==> src/rtl/sig_deb_multi.sv <==
// Multi-channel symmetric debouncer: two-flop synchronisers, one shared sample
// prescaler, and a per-channel stability counter that qualifies both edges alike.
module sig_deb_multi #(
  parameter int   CH       = 4,
  parameter int   PRESCALE = 50000,
  parameter int   STABLE_N = 4,
  parameter logic INIT     = 1'b0
) (
  input  logic          clk,
  input  logic          rst_n,
  input  logic          en_i,
  input  logic [CH-1:0] sig_i,
  output logic [CH-1:0] sig_o,
  output logic [CH-1:0] rise_o,
  output logic [CH-1:0] fall_o,
  output logic          tick_o
);

  localparam int PW = (PRESCALE > 1) ? $clog2(PRESCALE) : 1;
  localparam int CW = $clog2(STABLE_N + 1);
  localparam logic [PW-1:0] PRESC_MAX = PW'(PRESCALE - 1);
  localparam logic [CW-1:0] CNT_MAX   = CW'(STABLE_N - 1);

  logic [CH-1:0] sync1;
  logic [CH-1:0] sync2;
  logic [PW-1:0] presc;
  logic [CW-1:0] cnt [CH];
  logic          tick;

  // Reset is folded in so the tick stays low while the block is held in reset,
  // even with PRESCALE=1 where the idle count already equals the terminal value.
  assign tick   = en_i & rst_n & (presc == PRESC_MAX);
  assign tick_o = tick;

  always_ff @(posedge clk or negedge rst_n) begin
    if (!rst_n) begin
      sync1 <= {CH{INIT}};
      sync2 <= {CH{INIT}};
    end else begin
      sync1 <= sig_i;
      sync2 <= sync1;
    end
  end

  always_ff @(posedge clk or negedge rst_n) begin
    if (!rst_n) begin
      presc <= '0;
    end else if (!en_i || presc == PRESC_MAX) begin
      presc <= '0;
    end else begin
      presc <= presc + 1'b1;
    end
  end

  // A disagreement must persist for STABLE_N ticks; any agreeing tick restarts it.
  always_ff @(posedge clk or negedge rst_n) begin
    if (!rst_n) begin
      sig_o  <= {CH{INIT}};
      rise_o <= '0;
      fall_o <= '0;
      for (int i = 0; i < CH; i++) cnt[i] <= '0;
    end else begin
      rise_o <= '0;
      fall_o <= '0;
      for (int i = 0; i < CH; i++) begin
        if (!en_i) begin
          cnt[i] <= '0;
        end else if (tick) begin
          if (sync2[i] == sig_o[i]) begin
            cnt[i] <= '0;
          end else if (cnt[i] == CNT_MAX) begin
            sig_o[i]  <= sync2[i];
            rise_o[i] <= sync2[i];
            fall_o[i] <= ~sync2[i];
            cnt[i]    <= '0;
          end else begin
            cnt[i] <= cnt[i] + 1'b1;
          end
        end
      end
    end
  end

endmodule

==> config.mk <==
export PLATFORM = sky130hd
export DESIGN_NAME = sig_deb_multi
export DESIGN_NICKNAME = d
export VERILOG_FILES = /design/src/rtl/sig_deb_multi.sv
export SDC_FILE = /design/constraint.sdc
export NUM_CORES = 1
export LEC_CHECK = 0
export ABC_AREA = 0
export CORE_ASPECT_RATIO = 1.5
export CORE_MARGIN = 3
export CORE_UTILIZATION = 60
export CTS_BUF_LIST = sky130_fd_sc_hd__clkbuf_4
export CTS_CLUSTER_DIAMETER = 200
export DETAILED_ROUTE_END_ITERATION = 12
export PLACE_DENSITY = 0.93
export SLEW_MARGIN = 10
export SYNTH_ARGS = -nofsm -noshare
export SYNTH_HDL_FRONTEND = slang
export SYNTH_SLANG_ARGS = --single-unit
==> constraint.sdc <==
create_clock -name clk -period 7.25 [get_ports clk]
set_input_delay 1.0875 -clock clk [delete_from_list [all_inputs] [get_ports clk]]
set_output_delay 1.0875 -clock clk [all_outputs]
set_load 0.005 [all_outputs]
# ---- Yosys cells after proc, flatten, opt, wreduce, memory -nomap -nowiden
# Index checks and enable logic that the tools add are counted.
dict set report totals {
  register_bits 48
  input_bits 7
  out_inout_bits 13
  elab_cells 93
}
dict set report op_classes {
  addsub 5
  eq_ne 10
  n_mux 49
  bitwise 10
  reduce_logical 6
}
# operator count
set op_table {}
lappend op_table {{$mux 3} 16}
lappend op_table {{$mux 1} 32}
lappend op_table {{$add 16x1->16 const B} 1}
lappend op_table {{$eq 16x16->1 const B} 1}
lappend op_table {{$mux 16} 1}
lappend op_table {{$reduce_and 4->1} 4}
lappend op_table {{$add 3x1->3 const B} 4}
lappend op_table {{$eq 3x2->1 const B} 4}
lappend op_table {{$not 1->1} 8}
lappend op_table {{$eq 1x1->1} 4}
lappend op_table {{$and 1x1->1} 2}
lappend op_table {{$ne 2x1->1 const B} 1}
lappend op_table {{$logic_not 1->1} 1}
lappend op_table {{$logic_or 1x1->1} 1}

# ---- Depth between registers and ports, before layout
# Gate-level depths: netlist of run 1.
dict set report logic_depth {
  word_depth 5
  ltp_mapped 6
  ltp_nobuf 5
}

# ---- Worst setup path before layout of run 1
# OpenSTA, ideal clock, no wires.
dict set report synth_timing {
  kind {input-to-output}
  start {in rst_n}
  end {out tick_o}
  t_arrival_ps 1885
  required_ps 6162
  setup_slack_ps 4278
  path_stages 4
  path_cell_list {nand4_1 -> or4_4 -> buf_6 -> nor2_1}
}
dict set report synth_via {
  elab_chain_len 2
}
# element line_no
set synth_rtl {}
lappend synth_rtl {{from (decl)} 10} ;# input logic rst_n,
lappend synth_rtl {{$and 1x1->1 (2 in a row)} 32} ;# assign tick = en_i & rst_n & (presc == PRESC_MAX);
lappend synth_rtl {{to (decl)} 16} ;# output logic tick_o
# No other way between the ends.

# ---- Worst setup path after layout of run 1
# Same ends and word-level chain as after synthesis.

==> run_results.csv, run 1 <==
group,metric,value,unit
pwr,internal_cell_power,0.3174,mW
pwr,power,0.4122,mW
clocking,tritoncts.num_buffers,5,
setup_path,worst-endpoint-required,6.16,ns
global_route,grt_antenna_before_repair,0,
sta,finalHoldViolCount,0,
floorplanning,core_area,0.003222,mm²
clocking,cts_tree,"done",
clocking,cts_max_path_bufs,2,
sta,layout_min_cycle_time,4.152,ns
detailed_routing,firstDrtPassIters,5,
logic_synthesis,seq_total_area_yosys,0.5780,
detailed_routing,detail_routed_via_count_per_cell,6.000,
place,hpwlAfterDp,2752,µm
pwr,power_share_of_the_sequential_group,0.666,
floorplanning,fp.dieH,78.08,µm
floorplanning,io_pins,20,
finish,finish.cell_count_without_fillers,248,
detailed_routing,num_vias,1488,
global_route,global_route_wire_length_before_repair,6417,µm
logic_synthesis,synthCells,184,
setup_path,crit_path_max_fanout,50,
global_route,grt_max_degree,51,
logic_synthesis,synth_cell_type_count,27,
clocking,cts-resized-gates,0,
sta,clock-skew-final,0.009331,ns
pwr,p_clk_frac,0.295,
sta,tightestPinTransition,0.8257,ns
place,gpl.final_weighted_congestion,0.8736,
sta,tns,0,ns
finish,antenna_cells,0,
pwr,power.density_cell_area,175.1,mW/mm²
setup_path,start_kind,"input port",
min_path,hp-class,"register to register",
clocking,post-cts-setup-buffer-count,0,
sta,slew_violations,0,
logic_synthesis,synth_area_per_cell,11.29,µm²
clocking,cts.root.buffer_cell,"sky130_fd_sc_hd__clkbuf_4",
place,dp_cells,240,
clocking,clock_transition_at_the_registers_of_the_reported_paths,0.12,ns
logic_synthesis,ys.warnings.count,0,
detailed_routing,route.detailed.drc,0,
floorplanning,effective_utilization_at_floorplan,0.6450,
detailed_routing,finalWirelength,3788,µm
sta,finalSetupViolations,0,
pwr,peakVddDrop,0.1505,mV
setup_path,worst_ep_arrival_time,3.06,ns
logic_synthesis,synth_flop_cell,"sky130_fd_sc_hd__dfrtp_1",
run,maxCapViolCount,0,
global_route,global_route.usage.total,0.2080,
logic_synthesis,biggest_area_contributors_in_the_synthesized_netlist,"sky130_fd_sc_hd__dfrtp_1 (58%), sky130_fd_sc_hd__xnor2_1 (5.5%), sky130_fd_sc_hd__nand4_1 (3.6%), sky130_fd_sc_hd__nor2_1 (3.6%), sky130_fd_sc_hd__nand3_1 (3.1%)",
detailed_routing,drt.antenna.violating_nets,0,
setup_path,worstSetupPathType,"input port to output pin",
clocking,clkLatencyLatePin,0.36,ns
finish,num-nets-final,219,
floorplanning,placement_rows,25,
sta,unrepaired_setup_endpoints_after_global_routing,"no",
pwr,cell_leakage_power,0.9973,nW
global_route,vias_in_the_first_global_route,1479,
place,portBuffers,19,
floorplanning,die_area,0.004221,mm²
sta,max_clock_freq,0.2408,GHz
pwr,power_switching,0.09478,mW
logic_synthesis,synth.cell_area,0.002078,mm²
setup_path,end_kind,"output pin",
sta,hold-worst-slack,0.3645,ns
logic_synthesis,fraction_of_registers_with_async_set_or_reset_after_synthesis,1.000,
sta,timing.slew.headroom,0.4449,
detailed_routing,drt_first_iter_violations,49,
finish,drive_gt1_frac,0.07212,
detailed_routing,wl_per_cell,15.27,µm
logic_synthesis,ffs_latches_synth,48,
floorplanning,chipWidth,54.06,µm
logic_synthesis,synth_fp_nets,196,
outcome,outcome,"completed",
pwr,switching_share,0.2299,
logic_synthesis,synthDominantCellAreaShare,0.5780,
clocking,cts.htree.levels,2,
sta,finalCritPeriodShare,0.5727,
logic_synthesis,synth_edf_count,0,
clocking,cts_hold_repair.buffers,0,
clocking,clock_sink_count,48,
finish,syn_to_final_growth,13.31,%
pwr,power_frac_comb,0.039,
global_route,overflow,0,
logic_synthesis,yosys.area.top_type,"sky130_fd_sc_hd__dfrtp_1",
[kinds of logic after synthesis]
kind of cell / count (synthesis) / share of synthesized area
compound gates: 12 / 0.02890
xor+xnor: 18 / 0.07586
fa+ha+maj: 5 / 0.03010
buf+inv: 8 / 0.01806
flops: 48 / 0.5780
mux: 4 / 0.02348
simple gates: 89 / 0.2456
[placed cells by master (no fill, tap or decap), types with 3 or more instances in the layout]
master and n:
sky130_fd_sc_hd__a21oi_1 4, sky130_fd_sc_hd__clkbuf_4 6, sky130_fd_sc_hd__clkdlybuf4s50_1 18, sky130_fd_sc_hd__dfrtp_1 48, sky130_fd_sc_hd__ha_1 5, sky130_fd_sc_hd__inv_1 4, sky130_fd_sc_hd__mux2_1 3, sky130_fd_sc_hd__nand2_1 9
sky130_fd_sc_hd__nand2b_1 8, sky130_fd_sc_hd__nand3_1 13, sky130_fd_sc_hd__nand4_1 12, sky130_fd_sc_hd__nor2_1 20, sky130_fd_sc_hd__nor3_1 4, sky130_fd_sc_hd__nor3b_1 8, sky130_fd_sc_hd__nor4_1 4, sky130_fd_sc_hd__o21ai_0 8
sky130_fd_sc_hd__xnor2_1 13, sky130_fd_sc_hd__xor2_1 5
[worst paths after layout]
check	slack [ns]	from	to	cells after the start
worst max-delay path	3.10	rst_n	tick_o	6
worst min-delay path	0.36	sync1[2]	sync2[2]	0
worst max register to register	4.68	presc[7]	sig_o[0]	4
worst min register to register	0.36	sync1[2]	sync2[2]	0
max in group asynchronous	6.05	rst_n	presc[12]	2
min in group asynchronous	0.79	rst_n	rise_o[0]	2
[cell type report]
| cell class | count | area [µm²] |
|---|---|---|
| inverter | 4 | 15.01 |
| fill | 216 | 867.1 |
| multi-input combinational | 128 | 839.6 |
| sequential | 48 | 1201 |
| timing repair buffer | 20 | 192.7 |
| clock buffer | 6 | 45.04 |
| tap | 40 | 50.05 |
| clock inverter | 2 | 11.26 |
[critical path: stages]
cell and delay, ns:
sky130_fd_sc_hd__buf_2 0.08, sky130_fd_sc_hd__buf_4 0.47, sky130_fd_sc_hd__nand4_1 0.24, sky130_fd_sc_hd__or4_4 0.53, sky130_fd_sc_hd__nor2_1 0.11, sky130_fd_sc_hd__clkdlybuf4s50_1 0.50
[sequential cells by signal, summed over array words and instances, names as in the netlist]
signal	cells
rise_o	4
sig_o	4
sync2	4
fall_o	4
presc	16
sync1	4
cnt	12
[synth_stat cells, types with 5 or more instances]
master / instances
sky130_fd_sc_hd__dfrtp_1: 48
sky130_fd_sc_hd__nor2_1: 20
sky130_fd_sc_hd__nand3_1: 13
sky130_fd_sc_hd__xnor2_1: 13
sky130_fd_sc_hd__nand4_1: 12
sky130_fd_sc_hd__nand2_1: 9
sky130_fd_sc_hd__nand2b_1: 8
sky130_fd_sc_hd__nor3b_1: 8
sky130_fd_sc_hd__o21ai_0: 8
sky130_fd_sc_hd__ha_1: 5
sky130_fd_sc_hd__xor2_1: 5
[layer usage]
layer / global-route usage / wire, µm / vias to the layer above
li1: - / - / 695
met1: 0.2471 / 1519 / 749
met2: 0.3471 / 2042 / 36
met3: 0.05123 / 144 / 8
met4: 0.08728 / 82 / 0
met5: 0 / 0 / -
[metrics by stage]
stage | worst slack, ns | cell area, µm² | util
4_1_cts | 3.056 | 2355 | 0.7309
3_3_place_gp | 3.150 | 2298 | 0.7134
3_5_place_dp | 3.052 | 2298 | 0.7134
2_1_floorplan | 4.278 | 2078 | -
6_report | 3.098 | 2355 | 0.7309
5_1_grt | 2.928 | 2355 | 0.7309
[power groups by stage]
stage / registers, mW / clock network (mW) / logic [mW]
CTS: 0.274 / 0.126 / 0.0168
finish: 0.274 / 0.122 / 0.0163
global placement: 0.279 / 0 / 0.0155
detailed placement: 0.279 / 0 / 0.0167
global route: 0.275 / 0.137 / 0.0185
floorplan: 0.279 / 0 / 0.00643
(Power assumes the default switching activity.)
==> run 2, diff against run 1 <==
- CORE_UTILIZATION: 60 -> 58
- PLACE_DENSITY: 0.93 -> 0.91
- clock period: 7.25 -> 4.1 ns (I/O delays scaled with it)
==> run 2 against run 1 <==
Setup slack got worse by 2.3 ns. Hold slack got worse by 0.0094 ns. Clock power is 68% higher. Routed wire length shrank 2.3%. Die area rose by 3.1%. Largest power group unchanged.
==> run_results.csv, run 2 (synthesized netlist as in run 1, its figures left out) <==
group,metric,value,unit
outcome,outcome,"completed",
pwr,peakVddDrop,0.2959,mV
finish,antenna_cells,0,
place,hpwlAfterDp,2613,µm
floorplanning,die_area,0.004352,mm²
floorplanning,core_area,0.003416,mm²
detailed_routing,route.detailed.drc,0,
detailed_routing,num_vias,1490,
clocking,tritoncts.num_buffers,5,
clocking,post-cts-setup-buffer-count,0,
setup_path,worst_ep_arrival_time,2.67,ns
finish,stdcell_area,0.002367,mm²
detailed_routing,drt_first_iter_violations,27,
clocking,cts_tree,"done",
place,portBuffers,19,
finish,finish.utilization,0.6930,
global_route,global_route.usage.total,0.2065,
finish,drive_gt1_frac,0.08095,
sta,tns,0,ns
setup_path,worstSetupPathType,"register to output pin",
sta,timing.slew.headroom,0.6031,
detailed_routing,finalWirelength,3701,µm
clocking,clkLatencyLatePin,0.37,ns
sta,hold-worst-slack,0.3551,ns
global_route,vias_in_the_first_global_route,1487,
setup_path,end_kind,"output pin",
clocking,cts_hold_repair.buffers,0,
setup_path,start_kind,"register",
floorplanning,fp.dieH,79.32,µm
pwr,power.density_cell_area,304.1,mW/mm²
sta,tightestPinTransition,0.5953,ns
floorplanning,io_pins,20,
sta,max_clock_freq,0.3041,GHz
finish,finish.cell_count_without_fillers,252,
global_route,grt_max_degree,50,
global_route,global_route_wire_length_before_repair,6499,µm
detailed_routing,firstDrtPassIters,6,
setup_path,worst-endpoint-required,3.48,ns
clocking,cts_max_path_bufs,2,
pwr,power,0.7199,mW
min_path,hp-class,"input port to asynchronous set/reset pin",
place,cell_area_after_placement,0.002316,mm²
clocking,cts.root.buffer_cell,"sky130_fd_sc_hd__clkbuf_4",
sta,finalWorstSetupSlack,0.8113,ns
finish,layout_commonest_cell,"sky130_fd_sc_hd__dfrtp_1",
clocking,cts.htree.levels,2,
sta,finalHoldViolCount,0,
finish,register_containing_the_most_flip_flops_in_the_final_layout,"presc",
setup_path,crit_path_max_fanout,12,
sta,layout_min_cycle_time,3.289,ns
global_route,grt_antenna_before_repair,0,
detailed_routing,drt.antenna.violating_nets,0,
floorplanning,placement_rows,26,
sta,unrepaired_setup_endpoints_after_global_routing,"no",
finish,reg.largest.list,"presc: 16 flops, cnt: 12 flops",
sta,clock-skew-final,0.006661,ns
place,dpl_worst_slack,1.225,ns
sta,finalSetupViolations,0,
finish,largest_register_ffs,16,
finish,syn_to_final_growth,13.91,%
clocking,clock_transition_at_the_registers_of_the_reported_paths,0.13,ns
place,gpl.final_weighted_congestion,0.8628,
clocking,cts-resized-gates,0,
run,maxCapViolCount,0,
detailed_routing,detail_routed_via_count_per_cell,5.913,
pwr,cell_leakage_power,1.011,nW
floorplanning,effective_utilization_at_floorplan,0.6084,
detailed_routing,wl_per_cell,14.69,µm
global_route,overflow,0,
finish,final_cell_mix,"sky130_fd_sc_hd__dfrtp_1 (48), sky130_fd_sc_hd__nor2_1 (20), sky130_fd_sc_hd__clkdlybuf4s50_1 (18)",
clocking,clock_sink_count,48,
sta,finalCritPeriodShare,0.8021,
sta,slew_violations,0,
place,dp_cells,244,
floorplanning,chipWidth,54.88,µm
finish,num-nets-final,221,
-- run 2: path summary, 6_finish.rpt --
kind	startpoint	end	slack (ns)	cells past startpoint
setup / recovery	presc[7]	tick_o	0.81	4
hold / removal	rst_n	sync2[3]	0.36	2
setup reg to reg	presc[7]	sig_o[1]	1.56	4
hold reg to reg	sync1[3]	sync2[3]	0.36	0
max in group asynchronous	rst_n	sync1[0]	3.35	2
min in group clk	sync1[3]	sync2[3]	0.36	0
-- run 2: critical path, stage by stage (launching register included) --
cell and delay (ns):
sky130_fd_sc_hd__dfrtp_1 0.44, sky130_fd_sc_hd__or4b_4 0.58, sky130_fd_sc_hd__or4_4 0.63, sky130_fd_sc_hd__nor2_1 0.15, sky130_fd_sc_hd__clkdlybuf4s50_1 0.51
-- run 2: cell type report --
cell class,count,area (µm²)
sequential,48,1201
clock inverter,3,13.76
timing repair buffer,22,207.7
fill,251,1049
clock buffer,5,37.54
multi-input combinational,128,839.6
tap,42,52.55
inverter,4,15.01
-- run 2: routing by layer --
metal | up-vias | track usage | share of wire
li1 | 699 | - | -
met1 | 736 | 0.2471 | 0.38
met2 | 43 | 0.3235 | 0.55
met3 | 12 | 0.04503 | 0.038
met4 | 0 | 0.1297 | 0.033
met5 | - | 0 | 0
-- run 2: where the power goes --
group / switching (mW) / leakage (nW) / total, mW / internal (mW)
Combinational: 0.0193 / 0.328 / 0.0295 / 0.0102
Clock: 0.142 / 0.0324 / 0.205 / 0.0631
Sequential: 0.00548 / 0.650 / 0.485 / 0.480
Total: 0.167 / 1.01 / 0.720 / 0.553
